[config.mk]
export PLATFORM = sky130hd
export DESIGN_NAME = alu_arbiter
export DESIGN_NICKNAME = d
export VERILOG_FILES = /design/src/rtl/alu_arbiter.sv
export SDC_FILE = /design/constraint.sdc
export NUM_CORES = 1
export LEC_CHECK = 0
export BUFFER_PORTS_ARGS = -buffer_cell sky130_fd_sc_hd__buf_2
export CAP_MARGIN = 20
export CELL_PAD_IN_SITES_DETAIL_PLACEMENT = 1
export CELL_PAD_IN_SITES_GLOBAL_PLACEMENT = 1
export CORE_AREA = 2 2 126 128
export CTS_CLUSTER_SIZE = 28
export DETAILED_ROUTE_END_ITERATION = 12
export DIE_AREA = 0 0 128 130
export MAX_ROUTING_LAYER = met4
export PLACE_DENSITY = 0.79
export SLEW_MARGIN = 25
export SYNTH_ARGS = -nofsm -noshare
export SYNTH_HDL_FRONTEND = slang
export SYNTH_SLANG_ARGS = --single-unit
[constraint.sdc]
create_clock -name clk -period 2.9 [get_ports clk]
set_input_delay 0.58 -clock clk [delete_from_list [all_inputs] [get_ports clk]]
set_output_delay 0.58 -clock clk [all_outputs]
set_load 0.05 [all_outputs]
[src/rtl/alu_arbiter.sv]
// alu_arbiter: shares one combinational ALU between two requesters, one grant per cycle.
// Define ALU_ARB_FIXED_PRIO_EN for fixed priority (port 0 wins); default build is round-robin.
module alu_arbiter #(
  parameter int WIDTH = 32,
  parameter int CNT_W = 16
) (
  input  logic             clk,
  input  logic             reset,
  input  logic             req0_valid,
  output logic             req0_ready,
  input  logic [WIDTH-1:0] req0_a,
  input  logic [WIDTH-1:0] req0_b,
  input  logic [3:0]       req0_op,
  input  logic             req1_valid,
  output logic             req1_ready,
  input  logic [WIDTH-1:0] req1_a,
  input  logic [WIDTH-1:0] req1_b,
  input  logic [3:0]       req1_op,
  output logic [WIDTH-1:0] alu_src_a,
  output logic [WIDTH-1:0] alu_src_b,
  output logic [3:0]       alu_ctrl,
  input  logic [WIDTH-1:0] alu_res,
  input  logic             alu_eq,
  output logic             rsp0_valid,
  input  logic             rsp0_ready,
  output logic [WIDTH-1:0] rsp0_data,
  output logic             rsp0_eq,
  output logic             rsp1_valid,
  input  logic             rsp1_ready,
  output logic [WIDTH-1:0] rsp1_data,
  output logic             rsp1_eq,
  output logic [CNT_W-1:0] op_count
);

  logic             w_elig0, w_elig1;
  logic             w_grant0, w_grant1;
  logic             r_rsp0_valid, r_rsp1_valid;
  logic [WIDTH-1:0] r_rsp0_data, r_rsp1_data;
  logic             r_rsp0_eq, r_rsp1_eq;
  logic [CNT_W-1:0] r_op_count;

  // A full response slot may be refilled in the same cycle it is drained.
  assign w_elig0 = req0_valid & (~r_rsp0_valid | rsp0_ready);
  assign w_elig1 = req1_valid & (~r_rsp1_valid | rsp1_ready);

`ifdef ALU_ARB_FIXED_PRIO_EN
  assign w_grant0 = ~reset & w_elig0;
  assign w_grant1 = ~reset & w_elig1 & ~w_elig0;
`else
  logic r_prio;

  assign w_grant0 = ~reset & w_elig0 & (~w_elig1 | ~r_prio);
  assign w_grant1 = ~reset & w_elig1 & (~w_elig0 | r_prio);

  // r_prio points at the port that did not win the most recent grant.
  always_ff @(posedge clk) begin
    if (reset)         r_prio <= 1'b0;
    else if (w_grant0) r_prio <= 1'b1;
    else if (w_grant1) r_prio <= 1'b0;
  end
`endif

  assign req0_ready = w_grant0;
  assign req1_ready = w_grant1;

  always_comb begin
    alu_src_a = '0;
    alu_src_b = '0;
    alu_ctrl  = '0;
    if (w_grant0) begin
      alu_src_a = req0_a;
      alu_src_b = req0_b;
      alu_ctrl  = req0_op;
    end else if (w_grant1) begin
      alu_src_a = req1_a;
      alu_src_b = req1_b;
      alu_ctrl  = req1_op;
    end
  end

  always_ff @(posedge clk) begin
    if (reset) begin
      r_rsp0_valid <= 1'b0;
      r_rsp0_data  <= '0;
      r_rsp0_eq    <= 1'b0;
    end else if (w_grant0) begin
      r_rsp0_valid <= 1'b1;
      r_rsp0_data  <= alu_res;
      r_rsp0_eq    <= alu_eq;
    end else if (rsp0_ready) begin
      r_rsp0_valid <= 1'b0;
    end
  end

  always_ff @(posedge clk) begin
    if (reset) begin
      r_rsp1_valid <= 1'b0;
      r_rsp1_data  <= '0;
      r_rsp1_eq    <= 1'b0;
    end else if (w_grant1) begin
      r_rsp1_valid <= 1'b1;
      r_rsp1_data  <= alu_res;
      r_rsp1_eq    <= alu_eq;
    end else if (rsp1_ready) begin
      r_rsp1_valid <= 1'b0;
    end
  end

  always_ff @(posedge clk) begin
    if (reset)                      r_op_count <= '0;
    else if (w_grant0 | w_grant1)   r_op_count <= r_op_count + 1'b1;
  end

  assign rsp0_valid = r_rsp0_valid;
  assign rsp0_data  = r_rsp0_data;
  assign rsp0_eq    = r_rsp0_eq;
  assign rsp1_valid = r_rsp1_valid;
  assign rsp1_data  = r_rsp1_data;
  assign rsp1_eq    = r_rsp1_eq;
  assign op_count   = r_op_count;

endmodule

==> results of run 1 <==
cell families after synthesis:
group	share of synthesized area
adders and majority gates	0.003256
muxes	0.002605
xor gates and xnor gates	0.002280
and+or+nand+nor	0.1960
AOI/OAI and AO/OA	0.3028
buffers and inverters	0.05015
DFF	0.4429
flip-flops by register name, summed over array words and instances, names as in the netlist:
signal	flops
rsp0_data	32
rsp1_data	32
op_count	16
r_prio	1
rsp0_eq	1
rsp0_valid	1
rsp1_eq	1
rsp1_valid	1
through the flow:
step	cell area [um^2]	cells
6_report	5953	977
5_1_grt	5953	977
4_1_cts	5953	977
3_5_place_dp	5664	961
3_3_place_gp	5664	961
2_1_floorplan	3842	474
cells in the final DEF, fill, tap and decap left out, types with 2 or more instances in the layout:
master     instances
clkinv_4           2
nand2_1          140
a21o_1             2
buf_2            328
inv_1              3
nand3_1            4
nand4_1            3
o21ai_1           36
and4_1             2
or4_1              9
nor2_1             2
nand2b_1           2
nor2b_1            3
dfxtp_1           85
clkbuf_16          9
buf_12             4
a22o_1            68
nand2b_4           2
inv_6              4
a21oi_1           14
o21ai_0           34
or3_1              5
buf_4              4
o31ai_1            9
area by class of cell:
cell class | count | area (um^2) | share of cell area
clock buffer | 9 | 225.2 | 0.03783
sequential | 85 | 1702 | 0.2858
multi-input combinational | 344 | 1956 | 0.3285
timing repair buffer | 336 | 1752 | 0.2942
clock inverter | 7 | 63.81 | 0.01072
inverter | 4 | 15.01 | 0.002522
tap | 192 | 240.2 | 0.04035
critical path: cells and delay by family:
kind	cells	cell delay, ns
AOI/OAI and AO/OA	2	0.60
buffers and inverters	3	0.70
and+or+nand+nor	1	0.17
power by group through the flow:
stage	sequential, mW	combinational (mW)	clock, mW
after floorplan	1.58	0.490	0
after global placement	1.31	1.09	0
after detailed placement	1.31	1.10	0
after CTS	1.29	1.11	1.17
after global routing	1.30	1.16	1.21
final	1.29	1.10	1.13
worst paths after layout:
path,end,cells past startpoint
worst max-delay path,alu_src_b[0],6
worst min-delay path,rsp0_data[2],2
worst max register to register,op_count[8],4
worst min register to register,rsp0_data[2],2
metal layers:
metal,wire length [um],share of wire,vias to the layer above,GRT usage
met5,0,0,-,-
met4,174,0.011,0,0.04072
met3,1027,0.065,12,0.05084
met2,7373,0.47,151,0.2756
met1,7207,0.46,2184,0.2404
li1,-,-,2302,-
==> results.md, run 1 <==
- Max VDD drop: 0.3486 mV
- Critical path origin: req0_valid
- Largest net degree at the start of global routing: 67
- Reg2Reg Setup Slack: 0.90 ns
- Switching fraction of total power: 0.3905
- Final Skew: 0.01009 ns
- Mapped Nets: 650
- Comb pwr share: 0.313
- Placer Congestion: 0.7494
- Max_cap viols: 0
- Clock transition at the registers of the reported paths: approximately 0.07 ns
- Cell Area, Synth: between 3000 and 4000 um^2
- Final worst slack: 0.2447 ns
- # fillers: 1976
- Slew margin rel.: 0.3853
- Setup crit end kind: output port
- Psw: 1.372 mW
- Seq/Total Area, Yosys: 0.4429
- Cell Rows: 46
- Final hold violations: 0
- Grt total ovfl: 0
- Antenna violations before repair: 0
- Seq cells post-synth: 85
- Ys flop type: dfxtp_1
- Clk root buf: clkbuf_16
- Post-Route WL: 15780 um
- All-Layer GR Usage: 0.1812
- Area of the die: between 15000 and 20000 um^2
- CP peak stage delay: 0.37 ns
- Int Pwr: 2.141 mW
- Clock sink total: 85
- Final #Nets: 956
- Core area: 15420 um^2
- Final period util: 0.9156
- Syn-to-layout area delta: 54.93%
- Vias in the first global route: roughly 4400
- DP Wirelength: 12380 um
- TritonCTS clock tree: built
- Die Y-Extent: between 100 and 150 um
- HP Start: rsp0_data[2]
- Synth warn: 0
- Worst skew pair latency: about 0.35 ns
- Resize count post-CTS: 0
- Outcome: completed
- Hold Worst Slack: 0.4460 ns
- Die X: 128 um
- Worst-path fanout max: slightly above 60
- Max stage delay cell, worst path: a211oi_4
- Hold buffer count at cts: 0
- H-tree levels: 3
- DRC errors left: 0
- Element type at the critical path start: primary input
- RSZ-0062 raised after global routing: false
- CP Cell Sequence: buf_2, nor2b_1, a211oi_4, buf_12, a22o_1, buf_2
- Postcts setup bufs: 0
- Fin. max-slew vios: 0
- Arrival @ worst endpoint: approximately 2.1 ns
- Post-synth EDFFs: 0
- Routed Antenna Nets: 0
- Syn Inst Count: 474
- Post-synth top area share: 0.4429
- Synth area leader: dfxtp_1
- FMAX: 376.6 MHz
- Share of cells above drive strength 1: 0.4548
- Synth area leaders: dfxtp_1, a22o_1, nand2_1
- First-pass GRT wire length: around 23000 um
- Setup_tns: 0 ns
- DP Worst Slack: 0.2554 ns
- Tot Pwr: approximately 3.5 mW
- DR WL/cell: 16.15 um
- Power Dens Cells: 590.1 nW/um^2
- Final setup viols: 0
- Clk buf depth: 2
- Worst reg2reg startpoint: rsp1_valid
- Crit Path Class: primary input to output port
- Measured slew at the worst slew-check pin: about 0.9 ns
- I/O Pins: 329
- Most used cell, CP: buf_2
- Seq pwr share: 0.366
- Buffers on Ports: ~330
- Iteration-0 DRC Markers: 255
- Vias per inst: around 4.8
- Lkg Pwr: 2.999 nW
- Post-layout minimum cycle time: 2.655 ns
- Yosys cell types: 31
- Total CTS buffers: 9
- Ant. Diodes: 0
- Async set-reset flop share out of synthesis: 0
- Initial Utilization: 0.2491
- CP Data Required Time: 2.32 ns
- Min-Delay Path Class: register to register
- DRT Pass-1 Iters: 4
- Syn avg cell area: 8.106 um^2
- Clock power frac: 0.321
- DR vias: ~4600
- Count leader, synth: nand2_1
- Most frequent cells after synthesis: nand2_1, dfxtp_1, a22o_1
- Final cell utilization of the core: 0.3860
(Power assumes the default switching activity.)
==> inputs of run 2 (changes only) <==
CORE_AREA = 2 2 128 130   (was 2 2 126 128)
CTS_BUF_LIST = sky130_fd_sc_hd__clkbuf_4 sky130_fd_sc_hd__clkbuf_8   (was default)
DIE_AREA = 0 0 130 132   (was 0 0 128 130)
PLACE_DENSITY = 0.76   (was 0.79)
==> run 2 against run 1 <==
Non-clock buffer count grew 4. Maximum frequency fell by 0.56%. Critical path depth fell by 1. Cell area is 0.13% lower. Global-route usage is 1.7 points higher. Critical path type is now register to output port.
==> results.md, run 2 (synthesis results as in run 1) <==
- Clk buf depth: 2 (unchanged)
- WP depth: 5 (-1)
- Area of the die: 17160 um^2 (+3.1%)
- CP bufs+invs: 2 (-1)
- Final hold violations: 0 (unchanged)
- TritonCTS clock tree: built
- Die X: 130 um (+1.6%)
- Core area: 15710 um^2 (+1.9%)
- CP peak stage delay: 0.41 ns (+0.04 ns)
- Switching fraction of total power: 0.3837 (-0.006829)
- Clk root buf: clkbuf_8
- Element type at the critical path start: register
- Outcome: completed
- Reg area: 1702 um^2 (unchanged)
- Cell Rows: 46 (unchanged)
- DR vias: 4756 (+2.3%)
- Worst skew pair latency: 0.36 ns (about the same)
- Clock power frac: 0.294 (-0.027)
- RSZ-0062 raised after global routing: false
- Share of cells above drive strength 1: 0.4575 (+0.002764)
- Comb pwr share: 0.326 (+0.013)
- Most frequent cells in the layout: buf_2, nand2_1, dfxtp_1
- Crit Path Class: register to output port
- Total CTS buffers: 9 (unchanged)
- Die Y-Extent: 132 um (+1.5%)
- Reg2Reg Setup Slack: 0.90 ns (about the same)
- FMAX: 374.5 MHz (-0.56%)
- Hold Worst Slack: 0.4221 ns (-0.02380 ns)
- Slew margin rel.: 0.3841 (-0.001255)
- Power Dens Cells: 569.5 nW/um^2 (-3.5%)
- Cell family with most CP delay: buffers and inverters
- Measured slew at the worst slew-check pin: 0.9239 ns (+0.001882 ns)
- Post-Route WL: 17320 um (+9.7%)
- Worst-path fanout max: 84 (+38%)
- Vias per inst: 4.714 (-0.94%)
- I/O Pins: 329 (unchanged)
- Initial Utilization: 0.2445 (-0.004562)
- Routed Antenna Nets: 0 (unchanged)
- Final Skew: 0.009326 ns (-0.0007634 ns)
- Final #Nets: 960 (+0.42%)
- Placer Congestion: 0.8578 (+14%)
- Largest net degree at the start of global routing: 85 (+27%)
- Buffers on Ports: 328 (unchanged)
- Setup crit end kind: output port
- Grt total ovfl: 0 (unchanged)
- DRT Pass-1 Iters: 4 (unchanged)
- Max VDD drop: 0.2916 mV (-16%)
- Max_cap viols: 0 (unchanged)
- Clock sink total: 85 (unchanged)
- Final cell utilization of the core: 0.3784 (-0.007547)
- Fin. max-slew vios: 0 (unchanged)
- CP Capture Point: alu_src_a[21]
- Psw: 1.299 mW (-5.3%)
- CP Cell Sequence: nor2b_1, a211oi_4, buf_12, a22o_1, buf_2
- Final setup viols: 0 (unchanged)
- First-pass GRT wire length: 25730 um (+11%)
- Vias in the first global route: 4597 (+3.7%)
- R2R Path End: op_count[8]
- DR WL/cell: 17.16 um (+6.2%)
- Postcts setup bufs: 0 (unchanged)
- Setup_tns: 0 ns (unchanged)
- Clock transition at the registers of the reported paths: 0.09 ns (+0.02 ns)
- Multi-input logic area: 1956 um^2 (unchanged)
- Resize count post-CTS: 0 (unchanged)
- Syn-to-layout area delta: 54.74%
- Commonest non-fill, non-tap cell in the layout: buf_2
- Arrival @ worst endpoint: 2.09 ns (about the same)
- H-tree levels: 3 (unchanged)
- Critical path origin: r_prio
- Reg2Reg Depth: 4 (unchanged)
- Iteration-0 DRC Markers: 273 (+7.1%)
- Lkg Pwr: 2.988 nW (-0.35%)
- DRC errors left: 0 (unchanged)
- Final period util: 0.9208 (+0.005201)
- Post-layout minimum cycle time: 2.670 ns (+0.01508 ns)
- Max stage delay cell, worst path: dfxtp_1
- CP Data Required Time: 2.32 ns (about the same)
- Antenna violations before repair: 3 (+3)
- Seq pwr share: 0.380 (+0.014)
- Hold buffer count at cts: 0 (unchanged)
- Worst reg2reg startpoint: rsp0_valid
- All-Layer GR Usage: 0.1979 (+0.01671)
- Int Pwr: 2.087 mW (-2.5%)
- Min-Delay Path Class: primary input to register
- DP Wirelength: 13570 um (+9.6%)
- # fillers: 2029 (+2.7%)
-- run 2: cell count changes in the layout (fill, tap and decap cells not counted), moves of 4 or more --
cell	previous run	this run
clkbuf_8	0	11
diode_2	0	4
buf_4	4	10
clkbuf_16	9	0
-- run 2: through the flow --
step / power [mW] / cells / cell area (um^2) / setup slack [ns]
CTS: 3.431 / 1005 / 5936 / 0.2036
finish: 3.386 / 1009 / 5946 / 0.2296
floorplan: 2.071 / 474 / 3842 / 0.2797
detailed placement: 2.421 / 989 / 5699 / 0.2414
global placement: 2.411 / 989 / 5699 / 0.2709
global route: 3.543 / 1008 / 5943 / 0.1059
-- run 2: layout make-up --
cell class / instances / share of cell area
antenna: 4 / 0.001684
tap: 216 / 0.04545
inverter: 4 / 0.002525
clock buffer: 12 / 0.02673
clock inverter: 4 / 0.01305
timing repair buffer: 340 / 0.2955
sequential: 85 / 0.2862
multi-input combinational: 344 / 0.3289
-- run 2: layer usage --
metal  vias up  GRT usage  part of all wire
met5         -          -                 0
met4         0    0.04659             0.013
met3        18    0.06412             0.073
met2       167     0.3016              0.46
met1      2261     0.2544              0.46
li1       2310          -                 -
-- run 2: worst min-delay path, delay by kind of cell --
kind | cells | cell delay (ns)
AO/OA/AOI/OAI | 1 | 0.05
buffers and inverters | 1 | 0.09
AND/OR/NAND/NOR | 1 | 0.04
-- run 2: worst min-delay path by stage --
| stage | startpoint | end | slack [ns] | cells after the start |
|---|---|---|---|---|
| 2_1_floorplan | r_prio | r_prio | 0.48 | 2 |
| 3_3_place_gp | rsp0_data[7] | rsp0_data[7] | 0.43 | 2 |
| 3_5_place_dp | rsp0_data[4] | rsp0_data[4] | 0.44 | 2 |
| 6_report | alu_res[24] | rsp0_data[24] | 0.42 | 3 |
| 4_1_cts | alu_res[0] | rsp1_data[0] | 0.39 | 3 |
| 5_1_grt | alu_res[24] | rsp0_data[24] | 0.40 | 3 |
-- run 2: power by group through the flow --
stage | clock network [mW] | registers (mW) | logic [mW]
2_1_floorplan | 0 | 1.58 | 0.490
3_3_place_gp | 0 | 1.31 | 1.10
3_5_place_dp | 0 | 1.31 | 1.11
4_1_cts | 1.03 | 1.29 | 1.11
5_1_grt | 1.08 | 1.30 | 1.16
6_report | 0.996 | 1.29 | 1.10
==> inputs of run 3 (changes only) <==
CTS_BUF_LIST = sky130_fd_sc_hd__clkbuf_8   (was sky130_fd_sc_hd__clkbuf_4 sky130_fd_sc_hd__clkbuf_8)
==> run 3 against run 2 <==
Power shrank 0.41%. Combinational power is essentially flat. Non-clock buffer count is the same. Critical path depth is the same. Clock-buffer cell count shrank 1.
==> results.md, run 3 (synthesis results as in run 1) <==
- Outcome: completed
- DRC errors left: 0 (unchanged)
- Fin. max-slew vios: 0 (unchanged)
- Share of cells above drive strength 1: 0.4563 (-0.001267)
- DP Wirelength: 13570 um (unchanged)
- Final setup viols: 0 (unchanged)
- CP peak stage delay: 0.41 ns (about the same)
- Hold buffer count at cts: 0 (unchanged)
- R2R Path End: op_count[8]
- Cell Rows: 46 (unchanged)
- Grt total ovfl: 0 (unchanged)
- Vias per inst: 4.699 (-0.31%)
- Hold Crit Depth: 3 (unchanged)
- Clock sink total: 85 (unchanged)
- Critical path origin: r_prio
- Die Y-Extent: 132 um (unchanged)
- Finished Layout Cells: 1010 (+0.099%)
- Clock transition at the registers of the reported paths: 0.09 ns (about the same)
- First-pass GRT wire length: 25690 um (-0.16%)
- Lkg Pwr: 2.989 nW (about the same)
- All-Layer GR Usage: 0.1977 (-0.0002419)
- Power Dens Cells: 567.3 nW/um^2 (-0.39%)
- TritonCTS clock tree: built
- Element type at the critical path start: register
- Max stage delay cell, worst path: dfxtp_1
- CP Cell Sequence: nor2b_1, a211oi_4, buf_12, a22o_1, buf_2
- Final period util: 0.9217 (about the same)
- DR vias: 4746 (-0.21%)
- Setup_tns: 0 ns (unchanged)
- Multi-input logic area: 1956 um^2 (unchanged)
- Clk buf depth: 2 (unchanged)
- Final #Nets: 960 (unchanged)
- Max VDD drop: 0.2916 mV (about the same)
- Setup crit end kind: output port
- I/O Pins: 329 (unchanged)
- Reg2Reg Setup Slack: 0.90 ns (about the same)
- Antenna violations before repair: 3 (unchanged)
- Most frequent cells in the layout: buf_2, nand2_1, dfxtp_1
- # fillers: 2027 (-0.099%)
- H-tree levels: 3 (unchanged)
- Routed Antenna Nets: 0 (unchanged)
- Dpl cells: 989 (unchanged)
- Commonest non-fill, non-tap cell in the layout: buf_2
- Reg area: 1702 um^2 (unchanged)
- Initial Utilization: 0.2445 (unchanged)
- Post-layout minimum cycle time: 2.673 ns (+0.002629 ns)
- CP Data Required Time: 2.32 ns (about the same)
- Cell family with most CP delay: buffers and inverters
- Final hold violations: 0 (unchanged)
- Crit Path Class: register to output port
- RSZ-0062 raised after global routing: false
- FMAX: 374.1 MHz (about the same)
- Worst skew pair latency: 0.36 ns (about the same)
- Largest net degree at the start of global routing: 85 (unchanged)
- Measured slew at the worst slew-check pin: 0.9222 ns (-0.001732 ns)
- Post-Route WL: 17310 um (about the same)
- DRT Pass-1 Iters: 4 (unchanged)
- Syn-to-layout area delta: 54.71% (about the same)
- Worst-path fanout max: 84 (unchanged)
- Die X: 130 um (unchanged)
- Resize count post-CTS: 0 (unchanged)
- CP bufs+invs: 2 (unchanged)
- Iteration-0 DRC Markers: 272 (-0.37%)
- Vias in the first global route: 4598 (+0.022%)
- HP Start: alu_res[0]
- Final Skew: 0.009326 ns (-0.00000006000 ns)
- Clk root buf: clkbuf_8
- DP Worst Slack: 0.2414 ns (unchanged)
- Reg2Reg Depth: 4 (unchanged)
- Area of the die: 17160 um^2 (unchanged)
- Final worst slack: 0.2269 ns (-0.002629 ns)
- Placer Congestion: 0.8578 (unchanged)
- Worst reg2reg startpoint: rsp0_valid
- Min-Delay Path Class: primary input to register
- Slew margin rel.: 0.3852 (+0.001155)
- DR WL/cell: 17.13 um (-0.16%)
- Arrival @ worst endpoint: 2.09 ns (about the same)
- Max_cap viols: 0 (unchanged)
- Hold Path Sink: rsp1_data[0]
- Total CTS buffers: 9 (unchanged)
- Postcts setup bufs: 0 (unchanged)
- Core area: 15710 um^2 (unchanged)
- Buffers on Ports: 328 (unchanged)
==> run 3: cell count changes in the layout (fill, tap and decap cells not counted) <==
cell and delta:
inv_1 +1, clkbuf_4 -1, diode_2 +1
==> run 3: worst reg2reg max path: stages (launching register included) <==
cell	delay, ns
dfxtp_1	0.36
nor2b_1	0.34
o22a_1	0.83
o311ai_0	0.27
o41ai_1	0.10
==> run 3: worst max-delay path by stage <==
| stage | endpoint | slack, ns | cells past startpoint |
|---|---|---|---|
| after floorplan | alu_src_a[0] | 0.28 | 4 |
| after global placement | alu_src_a[21] | 0.27 | 6 |
| after detailed placement | alu_src_a[9] | 0.24 | 6 |
| after CTS | alu_src_a[21] | 0.20 | 5 |
| after global routing | alu_src_a[21] | 0.11 | 5 |
| final | alu_src_a[21] | 0.23 | 5 |
==> run 3: final cells by class <==
class,instances,share of cell area
Clock buffer,11,0.02547
Timing Repair Buffer,340,0.2955
Multi-Input combinational cell,344,0.3290
Clock inverter,5,0.01368
Inverter,4,0.002526
Antenna cell,5,0.002105
Tap cell,216,0.04546
Sequential cell,85,0.2863
==> run 3: per-layer routing <==
metal,vias up,GRT usage,part of all wire
met5,-,-,0
met4,0,0.04659,0.013
met3,18,0.06412,0.075
met2,169,0.3016,0.45
met1,2247,0.2537,0.46
li1,2312,-,-
==> run 3: per-stage QoR <==
step / power (mW) / hold slack [ns] / utilization / instance area, um^2
floorplan: 2.071 / 0.4806 / - / 3842
global placement: 2.411 / 0.4344 / 0.3627 / 5699
detailed placement: 2.421 / 0.4382 / 0.3627 / 5699
CTS: 3.418 / 0.3935 / 0.3775 / 5932
global route: 3.527 / 0.4026 / 0.3780 / 5939
finish: 3.372 / 0.4227 / 0.3783 / 5944
==> run 3: power breakdown <==
group | switching, mW | leakage [nW] | internal [mW]
combinational | 0.811 | 2.17 | 0.293
sequential | 0.0404 | 0.697 | 1.25
clock | 0.447 | 0.122 | 0.536
